File: config.mk
export PLATFORM = sky130hd
export DESIGN_NAME = rob_commit_buffer
export DESIGN_NICKNAME = d
export VERILOG_FILES = /design/src/rtl/rob_commit_buffer.sv
export SDC_FILE = /design/constraint.sdc
export NUM_CORES = 1
export LEC_CHECK = 0
export CORE_MARGIN = 8
export CORE_UTILIZATION = 59
export CTS_CLUSTER_DIAMETER = 40
export DETAILED_ROUTE_END_ITERATION = 10
export GPL_TIMING_DRIVEN = 0
export MAX_ROUTING_LAYER = met4
export PLACE_DENSITY = 0.81
export SETUP_SLACK_MARGIN = 0.1
export SLEW_MARGIN = 20
export SYNTH_ARGS = -nofsm -noshare
export SYNTH_HDL_FRONTEND = slang
export SYNTH_SLANG_ARGS = --single-unit
File: constraint.sdc
create_clock -name clk_i -period 5.3 [get_ports clk_i]
set_input_delay 1.59 -clock clk_i [delete_from_list [all_inputs] [get_ports clk_i]]
set_output_delay 1.59 -clock clk_i [all_outputs]
set_load 0.02 [all_outputs]
File: src/rtl/rob_commit_buffer.sv
// rob_commit_buffer: in-order reorder buffer with two out-of-order writeback ports and in-order single commit
module rob_commit_buffer #(
  parameter int ROB_ENTRY = 8,
  parameter int WORD_SIZE_P = 16,
  parameter int NUM_PHYS_REG = 32,
  parameter int NUM_FLAGS = 4,
  localparam int AW = $clog2(ROB_ENTRY),
  localparam int RW = $clog2(NUM_PHYS_REG)
) (
  input  logic                   clk_i,
  input  logic                   reset_i,
  input  logic                   flush_i,
  input  logic                   alloc_v_i,
  input  logic                   alloc_w_v_i,
  output logic                   alloc_ready_o,
  output logic [AW-1:0]          alloc_idx_o,
  input  logic                   wb0_v_i,
  input  logic [AW-1:0]          wb0_rob_dest_i,
  input  logic [RW-1:0]          wb0_reg_dest_i,
  input  logic [NUM_FLAGS-1:0]   wb0_flags_i,
  input  logic [WORD_SIZE_P-1:0] wb0_result_i,
  input  logic                   wb1_v_i,
  input  logic [AW-1:0]          wb1_rob_dest_i,
  input  logic [RW-1:0]          wb1_reg_dest_i,
  input  logic [NUM_FLAGS-1:0]   wb1_flags_i,
  input  logic [WORD_SIZE_P-1:0] wb1_result_i,
  output logic                   commit_v_o,
  input  logic                   commit_ready_i,
  output logic                   commit_w_v_o,
  output logic [RW-1:0]          commit_reg_dest_o,
  output logic [NUM_FLAGS-1:0]   commit_flags_o,
  output logic [WORD_SIZE_P-1:0] commit_result_o,
  output logic [AW:0]            count_o,
  output logic                   wb_err_o
);
  logic [ROB_ENTRY-1:0] busy, done, w_v;
  logic [RW-1:0] reg_dest [ROB_ENTRY];
  logic [NUM_FLAGS-1:0] flags [ROB_ENTRY];
  logic [WORD_SIZE_P-1:0] result [ROB_ENTRY];
  logic [AW-1:0] head, tail;
  logic alloc_fire, commit_fire, wb_same, wb0_ok, wb1_ok, wb_bad;
  always_comb begin
    alloc_ready_o = count_o != (AW+1)'(ROB_ENTRY);
    alloc_idx_o = tail;
    commit_v_o = busy[head] & done[head];
    commit_w_v_o = commit_v_o & w_v[head];
    commit_reg_dest_o = commit_v_o ? reg_dest[head] : '0;
    commit_flags_o = commit_v_o ? flags[head] : '0;
    commit_result_o = commit_v_o ? result[head] : '0;
    alloc_fire = alloc_v_i & alloc_ready_o;
    commit_fire = commit_v_o & commit_ready_i;
    wb_same = wb0_v_i & wb1_v_i & (wb0_rob_dest_i == wb1_rob_dest_i);
    wb0_ok = wb0_v_i & busy[wb0_rob_dest_i] & ~done[wb0_rob_dest_i];
    wb1_ok = wb1_v_i & ~wb_same & busy[wb1_rob_dest_i] & ~done[wb1_rob_dest_i];
    wb_bad = (wb0_v_i & ~wb0_ok) | (wb1_v_i & ~wb1_ok);
  end
  always_ff @(posedge clk_i) begin
    if (reset_i | flush_i) begin
      busy <= '0;
      done <= '0;
      head <= '0;
      tail <= '0;
      count_o <= '0;
      wb_err_o <= wb_err_o & ~reset_i;
    end else begin
      if (alloc_fire) begin
        busy[tail] <= 1'b1;
        done[tail] <= 1'b0;
        w_v[tail] <= alloc_w_v_i;
        tail <= tail + AW'(1);
      end
      if (commit_fire) begin
        busy[head] <= 1'b0;
        done[head] <= 1'b0;
        head <= head + AW'(1);
      end
      if (wb0_ok) begin
        done[wb0_rob_dest_i] <= 1'b1;
        reg_dest[wb0_rob_dest_i] <= wb0_reg_dest_i;
        flags[wb0_rob_dest_i] <= wb0_flags_i;
        result[wb0_rob_dest_i] <= wb0_result_i;
      end
      if (wb1_ok) begin
        done[wb1_rob_dest_i] <= 1'b1;
        reg_dest[wb1_rob_dest_i] <= wb1_reg_dest_i;
        flags[wb1_rob_dest_i] <= wb1_flags_i;
        result[wb1_rob_dest_i] <= wb1_result_i;
      end
      count_o <= count_o + (AW+1)'(alloc_fire) - (AW+1)'(commit_fire);
      wb_err_o <= wb_err_o | wb_bad;
    end
  end
endmodule

==> results.toml <==
[power]
switching_power_uw = 922
peakVddDrop_mv = 0.263
p_total_mw = 4.48
power_frac_seq_pct = 45.9
p_int_mw = 3.56
clock_power_share_pct = 48.3
leakage_nw = 5.25
swShare_pct = 20.6
power.density_mw_per_mm2 = 295
combPwrFrac_pct = 5.8

[worst_setup_path]
rrSetupSlack_ns = 1.81
worst_setup_path_end_kind = "primary output"
start_kind = "flop"
worstSetupPathType = "flop to primary output"
reg2regPathDepth = 7
reg2reg_to = "flags[7][0]"
crit_path_end = "commit_reg_dest_o[3]"
cp.arrival_ns = 3.29
startpoint = "head[0]"
path_max_fanout = 10
critPathRequiredTime_ns = 3.71
r2r-start = "busy[0]"

[global_route]
grt_max_degree = 26
grt.total_usage_pct = 24.5
grt_pass1_vias = 8166
grt_pass1_wl_um = 47600
overflow = 0
antenna_found_initial = 0

[routing]
drt_iter0_markers = 812
drtPass1Iterations = 5
viasPerCell = 6.31
routed_wl_um = 30700
drc = 0
ant_nets = 0
via_count = 7811
drt-wirelength-per-cell_um = 24.8

[clocking]
cts-root-buf = "clkbuf_16"
cts_hold_buf = 0
clk_latency_ns = 0.50
clk_pin_slew_ns = 0.05
cts.sinks = 238
cts_tree = "done"
cts_buffers = 34
cts_max_path_buffers = 3
h-tree-depth = 2

[timing]
worst_slew_margin_rel_pct = 33.3
setup_slack_ns = 0.417
finalClockSkew_ns = 0.00960
setup_tns_ns = 0
period_share_pct = 92.1
rsz0062_at_grt = "false"
period_minus_slack_ns = 4.88
fmax_mhz = 205
drv_slew = 0
tightest_slew_ns = 1.00
hold_viol_final = 0
setup_viol = 0

[cells_and_area]
antenna_cells = 0
fillers = 1363
stdcell_count = 1238
drive_above_1_share_pct = 37.1
area_growth_syn_to_layout_pct = 20.7
nets = 1010

[synthesis]
ys_warn_count = 0
synth_cell_types = 59
yosys-top-cells-count = "edfxtp_1, mux2_2, mux4_2"
yosysTopAreaCell = "edfxtp_1"
synthArstFlopShare_pct = 0
synth_ff_type = "edfxtp_1"
synth.net_count = 871
ys_ff_latch = 238
synth_cells = 799
seq_area_frac_synth_pct = 54.4
syn-cell-area_mm2 = 0.0126
syn_area_per_cell_um2 = 15.8
synth_edf_count = 208
synth_top_cells_by_area = "edfxtp_1, mux2_2, mux4_2"
synth_top_area_share_pct = 49.6
synth_most_common_cell = "edfxtp_1"

[floorplanning]
die_area_mm2 = 0.0263
core_area_mm2 = 0.0210
boundaryPins = 100
initial_core_util_pct = 60.1
die_h_um = 162
die_width_um = 162
rows = 53

[place]
dp_hpwl_um = 20000
dp_slack_ns = 0.189
dp.cells = 1177
routabilityCongestion = 0.880
placement.io_buffers = 96

[run]
cap_viol_max_count = 0

[worst_hold_path]
hp-class = "flop to flop"
hold_path.startpoint = "busy[3]"

[run_status]
status = "complete, no violations"
[cell usage in the layout (no fill, tap or decap), types with 27 or more instances in the layout]
cell,count
clkbuf_16,37
clkdlybuf4s50_1,96
dfxtp_1,30
edfxtp_1,208
mux2_2,141
mux2_4,54
mux2i_1,27
mux4_2,58
nand2_1,27
nor2_1,52
[how the worst min path moves through the flow]
stage	to	slack [ns]	depth (start not counted)
after floorplan	busy[3]	0.47	2
after global placement	busy[3]	0.53	2
after detailed placement	busy[3]	0.53	2
after CTS	busy[3]	0.53	2
after global routing	busy[0]	0.57	2
final	busy[3]	0.54	2
[metrics by stage]
stage / area, µm² / utilization [%] / hold WS (ns)
2_1_floorplan: 12600 / - / 0.467
3_3_place_gp: 13900 / 66.3 / 0.526
3_5_place_dp: 14100 / 67.3 / 0.527
4_1_cts: 15200 / 72.5 / 0.534
5_1_grt: 15200 / 72.5 / 0.567
6_report: 15200 / 72.5 / 0.543
[registers in the layout (all words and copies together), names as in the netlist, named ones only]
signal / flops
reg_dest: 40
result: 128
done: 8
busy: 8
wb_err_o: 1
alloc_idx_o: 3
count_o: 4
w_v: 8
head: 3
flags: 32
[power by group through the flow]
| stage | sequential, mW | clock (mW) | combinational [mW] |
|---|---|---|---|
| 4_1_cts | 2.05 | 2.18 | 0.258 |
| 6_report | 2.05 | 2.16 | 0.260 |
| 5_1_grt | 2.05 | 2.27 | 0.279 |
| 3_5_place_dp | 2.09 | 0 | 0.254 |
| 2_1_floorplan | 2.09 | 0 | 0.140 |
| 3_3_place_gp | 2.09 | 0 | 0.247 |
[final cells by class]
type                       count  area (µm²)  area share (%)
sequential                   238        6850            45.1
clock buffer                  44         952            6.27
clock inverter                17         145           0.955
inverter                      19        71.3           0.469
buffer                        51         368            2.42
timing repair buffer         103        1140            7.49
multi-input combinational    491        5330            35.1
tap                          275         344            2.26
[what timing repair did]
item | CTS | global route
setup endpoints to repair | 0 | 1
buffers inserted | 0 | 0
resized for setup | 0 | 2
[routing by layer]
layer | GRT usage, % | routed length [µm] | vias to the layer above
met5 | - | 0 | -
met4 | 5.89 | 499 | 0
met3 | 3.70 | 2120 | 44
met2 | 41.2 | 15700 | 353
met1 | 30.9 | 12400 | 3982
li1 | - | - | 3432
[logic make-up after synthesis]
logic type | count (synthesis) | synth area share, %
buffers and inverters | 70 | 3.47
AND/OR/NAND/NOR | 155 | 6.37
multiplexers | 288 | 32.5
AO/OA/AOI/OAI | 32 | 1.87
XOR/XNOR | 8 | 0.556
adder cells (fa/ha/maj) | 8 | 0.854
flip-flops | 238 | 54.4
[worst max-delay path: stages, from the launching register on]
cell and delay [ns]:
dfxtp_1 0.34, clkbuf_2 0.24, mux4_2 0.54, mux2_2 0.41
buf_1 0.34, nor2_1 0.27, clkdlybuf4s50_1 0.64
Power figures use the tool's default switching activity.
